## src/rtl/pll_lock_monitor_if.sv

```systemverilog
// pll_lock_monitor_if: PLL-side inputs and status outputs of the lock monitor
`timescale 1ns/100ps
interface pll_lock_monitor_if #(parameter int LOSS_W = 3);
    logic              pll_lock;
    logic              clk_mon;
    logic              sys_rst_n;
    logic              locked_ok;
    logic [LOSS_W-1:0] loss_cnt;
    logic              err_flag;
    logic [15:0]       freq_cnt;
    logic              freq_valid;
    modport master (
        output pll_lock, clk_mon,
        input  sys_rst_n, locked_ok, loss_cnt, err_flag, freq_cnt, freq_valid
    );
    modport slave (
        input  pll_lock, clk_mon,
        output sys_rst_n, locked_ok, loss_cnt, err_flag, freq_cnt, freq_valid
    );
endinterface

```

## src/rtl/pll_lock_monitor.sv

```systemverilog
// pll_lock_monitor: qualifies PLL lock into a PLL-domain reset and measures the PLL clock frequency
`timescale 1ns/100ps
module pll_lock_monitor #(
    parameter int STABLE_CYCLES = 16,
    parameter int WINDOW        = 256,
    parameter int LOSS_W        = 3
) (
    input logic               clk_tb,
    input logic               rst_n,
    pll_lock_monitor_if.slave mon
);
    typedef enum logic [1:0] {IDLE, STABLE, RUN, LOST} state_t;
    state_t      state;
    logic        l1, lock_s, m1, m2, m3;
    logic        edge_det, wrap;
    logic [15:0] stab_cnt, win_cnt, edge_cnt, edge_inc;
    assign edge_det = m2 & ~m3;
    assign wrap     = win_cnt == 16'(WINDOW - 1);
    assign edge_inc = (edge_det && edge_cnt != 16'hFFFF) ? edge_cnt + 16'd1 : edge_cnt;
    always_ff @(posedge clk_tb or negedge rst_n) begin
        if (!rst_n) begin
            state          <= IDLE;
            {l1, lock_s}   <= '0;
            {m1, m2, m3}   <= '0;
            stab_cnt       <= '0;
            win_cnt        <= '0;
            edge_cnt       <= '0;
            mon.loss_cnt   <= '0;
            mon.freq_cnt   <= '0;
            mon.sys_rst_n  <= 1'b0;
            mon.locked_ok  <= 1'b0;
            mon.err_flag   <= 1'b0;
            mon.freq_valid <= 1'b0;
        end else begin
            {l1, lock_s}   <= {mon.pll_lock, l1};
            {m1, m2, m3}   <= {mon.clk_mon, m1, m2};
            win_cnt        <= wrap ? '0 : win_cnt + 16'd1;
            edge_cnt       <= wrap ? '0 : edge_inc;
            mon.freq_cnt   <= wrap ? edge_inc : mon.freq_cnt;
            mon.freq_valid <= wrap;
            case (state)
                IDLE: begin
                    state    <= lock_s ? STABLE : IDLE;
                    stab_cnt <= lock_s ? 16'd1 : 16'd0;
                end
                STABLE: begin
                    if (!lock_s) begin
                        state    <= IDLE;
                        stab_cnt <= '0;
                    end else if (stab_cnt == 16'(STABLE_CYCLES - 1)) begin
                        state         <= RUN;
                        mon.sys_rst_n <= 1'b1;
                        mon.locked_ok <= 1'b1;
                    end else begin
                        stab_cnt <= stab_cnt + 16'd1;
                    end
                end
                RUN: begin
                    if (!lock_s) begin
                        state         <= LOST;
                        mon.sys_rst_n <= 1'b0;
                        mon.locked_ok <= 1'b0;
                        mon.loss_cnt  <= (&mon.loss_cnt) ? mon.loss_cnt : mon.loss_cnt + 1'b1;
                        // any earlier loss means this one is at least the second
                        mon.err_flag  <= mon.err_flag | (mon.loss_cnt != '0);
                    end
                end
                LOST: begin
                    state    <= IDLE;
                    stab_cnt <= '0;
                end
            endcase
        end
    end
endmodule

```

## src/flat_wrapper.sv

```systemverilog
// flat-port wrapper written by rule: the top's interface ports become plain ports
module pll_lock_monitor_flat 
#(
    parameter int STABLE_CYCLES = 16,
    parameter int WINDOW        = 256,
    parameter int LOSS_W        = 3
)
  (clk_tb, rst_n, mon_pll_lock, mon_clk_mon, mon_sys_rst_n, mon_locked_ok, mon_loss_cnt, mon_err_flag, mon_freq_cnt, mon_freq_valid);
  pll_lock_monitor_if #(.LOSS_W(LOSS_W)) mon_i ();
  input logic clk_tb;
  input logic rst_n;
  input wire logic [$bits(mon_i.pll_lock)-1:0] mon_pll_lock;
  input wire logic [$bits(mon_i.clk_mon)-1:0] mon_clk_mon;
  output wire logic [$bits(mon_i.sys_rst_n)-1:0] mon_sys_rst_n;
  output wire logic [$bits(mon_i.locked_ok)-1:0] mon_locked_ok;
  output wire logic [$bits(mon_i.loss_cnt)-1:0] mon_loss_cnt;
  output wire logic [$bits(mon_i.err_flag)-1:0] mon_err_flag;
  output wire logic [$bits(mon_i.freq_cnt)-1:0] mon_freq_cnt;
  output wire logic [$bits(mon_i.freq_valid)-1:0] mon_freq_valid;
  assign mon_i.pll_lock = mon_pll_lock;
  assign mon_i.clk_mon = mon_clk_mon;
  assign mon_sys_rst_n = mon_i.sys_rst_n;
  assign mon_locked_ok = mon_i.locked_ok;
  assign mon_loss_cnt = mon_i.loss_cnt;
  assign mon_err_flag = mon_i.err_flag;
  assign mon_freq_cnt = mon_i.freq_cnt;
  assign mon_freq_valid = mon_i.freq_valid;
  pll_lock_monitor #(.STABLE_CYCLES(STABLE_CYCLES), .WINDOW(WINDOW), .LOSS_W(LOSS_W)) u_core (.clk_tb(clk_tb), .rst_n(rst_n), .mon(mon_i));
endmodule
```

## config.mk

```make
export PLATFORM = sky130hd
export DESIGN_NAME = pll_lock_monitor_flat
export DESIGN_NICKNAME = d
export VERILOG_FILES = /design/src/rtl/pll_lock_monitor_if.sv /design/src/rtl/pll_lock_monitor.sv /design/src/flat_wrapper.sv
export SDC_FILE = /design/constraint.sdc
export NUM_CORES = 1
export LEC_CHECK = 0
export ABC_AREA = 1
export ABC_CLOCK_PERIOD_IN_PS = 3300
export CAP_MARGIN = 30
export CORE_MARGIN = 2
export CORE_UTILIZATION = 50
export DETAILED_ROUTE_END_ITERATION = 8
export PLACE_DENSITY = 0.76
export REMOVE_ABC_BUFFERS = 1
export SYNTH_ARGS = -nofsm -noshare
export SYNTH_HDL_FRONTEND = slang
export SYNTH_SLANG_ARGS = --single-unit
```

## constraint.sdc

```tcl
create_clock -name clk_tb -period 3.3 [get_ports clk_tb]
set_input_delay 0.66 -clock clk_tb [delete_from_list [all_inputs] [get_ports clk_tb]]
set_output_delay 0.66 -clock clk_tb [all_outputs]
set_load 0.1 [all_outputs]
```

==> results.cfg, run 1 <==
[critical_path]
critPathLaunchType = register
end_kind = register
worst_path_most_repeated_cell = nand2_2
critPathTopFamily = simple AND/OR/NAND/NOR gates
slowest_delay_ns = 0.51
crit_fanout = 33
worstPathArrival_ns = 2.46
cp_data_required_time_ns = 3.54
cpMaxStageDelayCell = clkinv_2
path_cells = ha_1 -> nand3_2 -> nor3_4 -> nand2_2 -> inv_2 -> nand2_2 -> clkinv_2 -> nand3_1 -> nand2_1
critical_path_class = register to register
path_buf_inv = 2

[routing]
vias_per_cell = 5.03
final_antenna_net_count = 0
post_drt_wl_per_cell_um = 11.8
remaining_drc_errors = 0
drt_iter0_markers = 152
drt-total-wl_um = 7750
dr_total_vias = 3292
drt_first_pass_iters = 4

[die]
fp.dieW_um = 94.5
io_pins = 27
coreArea_um2 = 8090
die_area_um2 = 8940
fp.dieH_um = 94.5
num_rows = 33
start_util_pct = 50.6

[global_route]
grt_first_pass_wirelength_um = 13500
antenna_found_initial = 0
grt_use_total_pct = 19.0
overflow = 0
grt_pass1_vias = 3182
grt_max_degree = 78

[timing]
relSlewSlack_pct = 37.7
rsz0062_at_grt = no
tns_ns = 0
post-route-period-util_pct = 67.2
fin_crit_ns = 2.22
finalSetupViolCount = 0
slew_viol_final = 0
timing.fmax_mhz = 451
hold_viol = 0
tightestPinTransition_ns = 0.934
setup_ws_ns = 1.08
finClkSkew_ns = 0.0119

[final_layout]
final_nets = 555
finalNonFillerCells = 655
drive_above_1_share_pct = 13.8
fill_cells = 767
diodes = 0
area_delta_synth_final_pct = 11.2

[yosys]
synth.avg_cell_area_um2 = 7.87
ys.flop_type = dfrtp_1
synth-edff-count = 0
yosysWarnings = 0
yosysSeqAreaShare_pct = 47.0
async_reset_ff_share_pct = 100
synth_cell_types = 38
synthCells = 521
ys_ff_latch = 77
syn-cell-area_um2 = 4100

[placement]
gp_congestion = 0.935
io_buffers = 26
pre_cts_ws_ns = 1.09
dp_cells = 639
hpwl_um = 5430

[cts]
cts_setup_buffers = 0
path_clk_slew_ns = 0.08
cts_sinks = 77
hold_buffers = 0
cts_tree = yes
post_cts_resize_count = 0
clock_tree.buffer_depth = 2
cts_root_buffer = clkbuf_8
clock_latency_ns = 0.35
numCtsBuffers = 9
h-tree-depth = 3

[power_and_ir_drop]
power.leakage_nw = 2.33
power_mw = 2.07
p_per_area_nw_per_um2 = 455
peakVddDrop_mv = 0.180

[hold_path]
hp-class = register to register

[run]
maxCapViolCount = 0

[run_status]
status = finished, final reports clean
-- layer usage --
metal	wire length, um	vias up	part of all wire, %	GRT usage (%)
met5	0	-	0	0
met4	76	0	0.98	8.09
met3	221	8	2.9	3.43
met2	3870	42	50	33.9
met1	3590	1551	46	22.5
li1	-	1691	-	-
-- cell usage after synthesis (6+ instances only) --
master / count / share of area, %
xor2_1: 15 / 3.2
o21ai_2: 8 / 1.7
nand2_2: 7 / 1.1
ha_1: 6 / 1.8
dfrtp_1: 77 / 47
a21oi_1: 9 / 1.1
inv_1: 72 / 6.6
nand4_1: 18 / 2.7
o21ai_0: 18 / 2.2
nand2_1: 152 / 14
nor3_1: 10 / 1.2
nand3_1: 36 / 4.4
nor2_1: 43 / 3.9
nor2_2: 7 / 1.1
-- registers in the layout, summed over array words and instances, names as in the netlist, 3 cells and up, named ones only --
name,flops
u_core.stab_cnt,16
u_core.mon.freq_cnt,16
u_core.edge_cnt,16
u_core.win_cnt,16
u_core.mon.loss_cnt,3
-- worst paths after layout --
| path | cells past startpoint | to | start | slack, ns |
|---|---|---|---|---|
| setup / recovery | 9 | u_core.mon.freq_cnt[10]$_DFFE_PN0P_ | u_core.win_cnt[0]$_DFF_PN0_ | 1.08 |
| hold / removal | 0 | u_core.m2$_DFF_PN0_ | u_core.m1$_DFF_PN0_ | 0.36 |
| setup reg to reg | 9 | u_core.mon.freq_cnt[10]$_DFFE_PN0P_ | u_core.win_cnt[0]$_DFF_PN0_ | 1.08 |
| hold reg to reg | 0 | u_core.m2$_DFF_PN0_ | u_core.m1$_DFF_PN0_ | 0.36 |
| max in group asynchronous | 1 | u_core.edge_cnt[3]$_DFF_PN0_ | rst_n | 2.25 |
| min in group asynchronous | 1 | u_core.mon.freq_cnt[13]$_DFFE_PN0P_ | rst_n | 0.44 |
-- cell type report --
| type | count | area [um2] | share of cell area (%) |
|---|---|---|---|
| clock buffer | 10 | 138 | 3.02 |
| clock inverter | 6 | 86.3 | 1.89 |
| inverter | 76 | 287 | 6.29 |
| multi-input combinational | 355 | 1790 | 39.2 |
| sequential | 77 | 1930 | 42.3 |
| tap | 105 | 131 | 2.88 |
| timing repair buffer | 26 | 200 | 4.39 |
-- stage by stage --
step                utilization, %  hold slack (ns)  area, um2
floorplan                        -            0.331       4000
global placement              53.5            0.332       4330
detailed placement            53.5            0.347       4330
CTS                           56.3            0.366       4560
global route                  56.3            0.375       4560
finish                        56.3            0.361       4560
-- layout by cell type (no fill, tap or decap), types with 2 or more instances in the layout --
master / instances
nand2_1: 152
dfrtp_1: 77
inv_1: 72
nor2_1: 43
nand3_1: 36
buf_4: 24
nand4_1: 18
o21ai_0: 18
xor2_1: 15
nor3_1: 10
clkbuf_8: 10
a21oi_1: 9
o21ai_2: 8
nand2_2: 7
nor2_2: 7
ha_1: 6
inv_2: 3
clkinv_2: 3
nor4_1: 3
nor2_4: 2
nand3b_2: 2
nand3b_1: 2
o21bai_1: 2
o21ai_1: 2
or2_2: 2
bufinv_16: 2
clkdlybuf4s50_1: 2
-- cell families (layout without fill, tap and decap cells) --
logic type	after synthesis	after routing	synth area share, %
compound gates	43	43	6.32
flops	77	77	47.0
xor+xnor	16	16	3.42
simple gates	290	290	32.1
buf+inv	89	118	9.37
fa+ha+maj	6	6	1.83
-- power by group --
group	switching [mW]	internal, mW
registers	0.0499	0.987
logic	0.159	0.0833
clock network	0.350	0.445
-- worst reg2reg max path, delay by kind of cell (launching register included) --
| family | cells | cell delay, ns |
|---|---|---|
| buf+inv | 2 | 0.57 |
| simple gates | 6 | 0.89 |
| fa+ha+maj | 1 | 0.24 |
| flops | 1 | 0.41 |
Note: power is estimated with default switching activity, not from simulation.
==> run 2, diff against run 1 <==
Settings changed: ABC_CLOCK_PERIOD_IN_PS 3300 to 2000, PLACE_DENSITY 0.76 to 0.79.
Clock period 3.3 ns to 2 ns, I/O delays scaled along.
==> results.cfg, run 2 (synthesis gave the netlist of run 1 again) <==
[timing]
fin_hold_ws_ns = 0.103
fin_crit_ns = 1.75
finalSetupViolCount = 0
timing.fmax_mhz = 571
hold_viol = 0
tightestPinTransition_ns = 0.543
post-route-period-util_pct = 87.5
rsz0062_at_grt = no
relSlewSlack_pct = 63.6
tns_ns = 0
slew_viol_final = 0
finClkSkew_ns = 0.00761

[cts]
cts_setup_buffers = 0
hold_buffers = 0
post_cts_resize_count = 0
h-tree-depth = 3
cts_sinks = 77
path_clk_slew_ns = 0.08
clock_latency_ns = 0.34
clock_tree.buffer_depth = 2
cts_tree = yes
cts_root_buffer = clkbuf_8
numCtsBuffers = 9

[global_route]
grt_use_total_pct = 20.1
grt_max_degree = 40
grt_pass1_vias = 3361
overflow = 0
grt_first_pass_wirelength_um = 14400
antenna_found_initial = 0

[routing]
post_drt_wl_per_cell_um = 11.9
drt_first_pass_iters = 4
remaining_drc_errors = 0
drt-total-wl_um = 7880
vias_per_cell = 5.06
drt_iter0_markers = 130
final_antenna_net_count = 0
dr_total_vias = 3356

[run]
maxCapViolCount = 0

[die]
coreArea_um2 = 8090
num_rows = 33
fp.dieH_um = 94.5
fp.dieW_um = 94.5
start_util_pct = 50.6
io_pins = 27
die_area_um2 = 8940

[final_layout]
fill_cells = 726
drive_above_1_share_pct = 14.9
final_cell_mix = nand2_1, dfrtp_1, inv_1
finalInstanceArea_um2 = 4620
layout_commonest_cell = nand2_1
area_delta_synth_final_pct = 12.7
final_nets = 563
diodes = 0

[power_and_ir_drop]
peakVddDrop_mv = 0.417
power_mw = 3.37
power.leakage_nw = 2.37
p_per_area_nw_per_um2 = 730

[critical_path]
startpoint = u_core.edge_cnt[1]$_DFF_PN0_
end_kind = register
r2r-start = u_core.edge_cnt[1]$_DFF_PN0_
crit_fanout = 25
cp_data_required_time_ns = 2.23
worstPathArrival_ns = 1.98
critPathLaunchType = register
critical_path_class = register to register

[hold_path]
hp-class = input pin to async pin

[placement]
io_buffers = 26
dpl_cell_area_um2 = 4410
hpwl_um = 5830
gp_congestion = 0.980

[run_status]
status = finished, final reports clean
-- run 2: cell count changes in the layout (fill, tap and decap cells not counted), sizes merged --
| cell | before | now |
|---|---|---|
| buf | 24 | 32 |
| clkinv | 4 | 3 |
| inv | 75 | 76 |
-- run 2: area by class of cell --
| cell class | instances | area [um2] | area share, % |
|---|---|---|---|
| timing repair buffer | 34 | 273 | 5.90 |
| inverter | 76 | 287 | 6.20 |
| tap | 105 | 131 | 2.84 |
| multi-input combinational | 355 | 1790 | 38.7 |
| clock buffer | 10 | 128 | 2.76 |
| clock inverter | 6 | 86.3 | 1.87 |
| sequential | 77 | 1930 | 41.7 |
-- run 2: per-stage QoR --
stage                     worst slack, ns  cells  util, %
after floorplan                     0.107    508        -
after global placement              0.323    647     54.4
after detailed placement            0.270    647     54.4
after CTS                           0.242    663     57.1
after global routing               0.0967    663     57.1
final                               0.250    663     57.1
-- run 2: report_power, final --
part | internal [mW] | switching, mW | total, mW
registers | 1.63 | 0.0814 | 1.71
logic | 0.145 | 0.269 | 0.414
clock network | 0.703 | 0.544 | 1.25
-- run 2: routing by layer --
layer	GRT usage [%]	vias to the layer above	routed length [um]
met1	24.3	1566	3550
met3	5.83	12	287
met4	6.28	0	129
met2	34.7	71	3920
met5	0	-	0
li1	-	1707	-
-- run 2: final timing paths --
| path | to | cells past startpoint | slack, ns |
|---|---|---|---|
| max | u_core.mon.freq_cnt[15]$_DFFE_PN0P_ | 11 | 0.25 |
| min | u_core.m3$_DFF_PN0_ | 2 | 0.10 |
| max reg2reg | u_core.mon.freq_cnt[15]$_DFFE_PN0P_ | 11 | 0.25 |
| min reg2reg | u_core.lock_s$_DFF_PN0_ | 0 | 0.35 |
| max in group asynchronous | u_core.stab_cnt[11]$_DFFE_PN0P_ | 2 | 1.55 |
| min in group clk_tb | u_core.lock_s$_DFF_PN0_ | 0 | 0.35 |
-- run 2: critical path, stage by stage, from the launching register on --
cell and delay, ns:
dfrtp_1 0.42, ha_1 0.22, inv_1 0.12, nor2_4 0.08, nand2_2 0.08, nand2_2 0.08
nand2_4 0.27, nand2_1 0.11, nand2_1 0.09, nand2_1 0.05, nand2_1 0.06, nand2_1 0.05
==> run 3, diff against run 2 <==
Settings changed: CORE_MARGIN 2 to 8.
==> results.cfg, run 3 (synthesis gave the netlist of run 1 again) <==
[global_route]
antenna_found_initial = 0
grt_pass1_vias = 3344
overflow = 0
grt_first_pass_wirelength_um = 14600
grt_use_total_pct = 15.5
grt_max_degree = 78

[die]
num_rows = 33
start_util_pct = 50.6
fp.dieH_um = 107
coreArea_um2 = 8090
io_pins = 27
die_area_um2 = 11400
fp.dieW_um = 107

[power_and_ir_drop]
power.leakage_nw = 2.38
peakVddDrop_mv = 0.459
p_per_area_nw_per_um2 = 743

[final_layout]
postLayoutCoreUtil_pct = 57.4
layout_commonest_cell = nand2_1
final_nets = 563
register_area_um2 = 1930
diodes = 0
fill_cells = 722
multiInputGateArea_um2 = 1790
drive_above_1_share_pct = 14.9
final_cell_mix = nand2_1, dfrtp_1, inv_1
area_delta_synth_final_pct = 13.3

[run_status]
status = finished, final reports clean

[cts]
cts_sinks = 77
clock_tree.buffer_depth = 2
hold_buffers = 0
cts_root_buffer = clkbuf_8
path_clk_slew_ns = 0.08
numCtsBuffers = 9
cts_setup_buffers = 0
cts_tree = yes
clock_latency_ns = 0.35
post_cts_resize_count = 0
h-tree-depth = 3

[critical_path]
crit_fanout = 15
reg2reg_depth = 10
critical_path_class = register to register
crit_cells = 10
critPathLaunchType = register
critPathTopFamily = simple AND/OR/NAND/NOR gates
path_buf_inv = 3
critical_path.endpoint = u_core.mon.freq_cnt[7]$_DFFE_PN0P_
slowest_delay_ns = 0.38
cpMaxStageDelayCell = dfrtp_1
reg2reg_to = u_core.mon.freq_cnt[7]$_DFFE_PN0P_
r2r-start = u_core.win_cnt[0]$_DFF_PN0_
startpoint = u_core.win_cnt[0]$_DFF_PN0_
worstPathArrival_ns = 2.04
rrSetupSlack_ns = 0.25
end_kind = register
path_cells = ha_1 -> nand3_2 -> nor3_4 -> nand2_2 -> inv_2 -> nand2_2 -> clkinv_2 -> buf_12 -> nand2_1 -> nand2_1
cp_data_required_time_ns = 2.28

[timing]
hold_viol = 0
tns_ns = 0
slew_viol_final = 0
fin_crit_ns = 1.75
relSlewSlack_pct = 71.2
rsz0062_at_grt = no
finalSetupViolCount = 0
timing.fmax_mhz = 570
post-route-period-util_pct = 87.7
finClkSkew_ns = 0.0117
tightestPinTransition_ns = 0.428

[routing]
post_drt_wl_per_cell_um = 12.2
dr_total_vias = 3397
final_antenna_net_count = 0
drt_first_pass_iters = 5
vias_per_cell = 5.12
drt-total-wl_um = 8090
drt_iter0_markers = 124
remaining_drc_errors = 0

[run]
maxCapViolCount = 0

[hold_path]
hp-class = input pin to async pin

[placement]
gp_congestion = 0.936
io_buffers = 26
hpwl_um = 5830
## run 3: cell types whose count changed in the layout (fill, tap and decap cells not counted)
cell | previous run | this run
buf_12 | 1 | 2
buf_4 | 31 | 30
clkbuf_8 | 9 | 11
clkinvlp_4 | 1 | 0
inv_6 | 1 | 0
## run 3: worst min-delay path by stage
stage          slack (ns)                 from  cells after the start                                   to
5_1_grt              0.08                rst_n                      2                  u_core.m3$_DFF_PN0_
3_5_place_dp         0.33  u_core.l1$_DFF_PN0_                      0              u_core.lock_s$_DFF_PN0_
3_3_place_gp         0.33  u_core.m1$_DFF_PN0_                      0                  u_core.m2$_DFF_PN0_
2_1_floorplan        0.10                rst_n                      0                            async pin
6_report             0.07                rst_n                      2                  u_core.m3$_DFF_PN0_
4_1_cts              0.07                rst_n                      2  u_core.mon.freq_cnt[14]$_DFFE_PN0P_
## run 3: power by group
group | internal (mW) | switching, mW | total, mW
logic | 0.147 | 0.264 | 0.411
registers | 1.63 | 0.0833 | 1.71
clock network | 0.768 | 0.558 | 1.33
total | 2.54 | 0.905 | 3.45
## run 3: per-layer routing
metal	GRT usage, %	part of all wire, %	vias up
met3	4.90	4.3	6
met1	17.8	45	1631
met5	0	0	-
li1	-	-	1700
met2	27.1	50	60
met4	4.72	0.59	0
## run 3: layout make-up
type	count	share of cell area [%]
clock inverter	4	1.51
multi-input combinational	355	38.5
timing repair buffer	34	6.14
tap	105	2.83
sequential	77	41.5
inverter	76	6.17
clock buffer	12	3.34
## run 3: stage by stage
step / instance area [um2] / hold slack, ns / setup slack [ns] / instances / total power [mW]
after detailed placement: 4420 / 0.335 / 0.248 / 647 / 2.16
after global placement: 4420 / 0.332 / 0.346 / 647 / 2.14
after floorplan: 4000 / 0.104 / 0.107 / 508 / 2.04
final: 4640 / 0.0679 / 0.247 / 663 / 3.45
after CTS: 4640 / 0.0741 / 0.241 / 663 / 3.49
after global routing: 4640 / 0.0845 / 0.0509 / 663 / 3.63
## run 3: worst register-to-register path, delay by kind of cell (launching register included)
family                   cells  cell delay (ns)
flip-flops                   1             0.38
AND/OR/NAND/NOR              6             0.68
adder cells (fa/ha/maj)      1             0.22
buffers and inverters        3             0.42
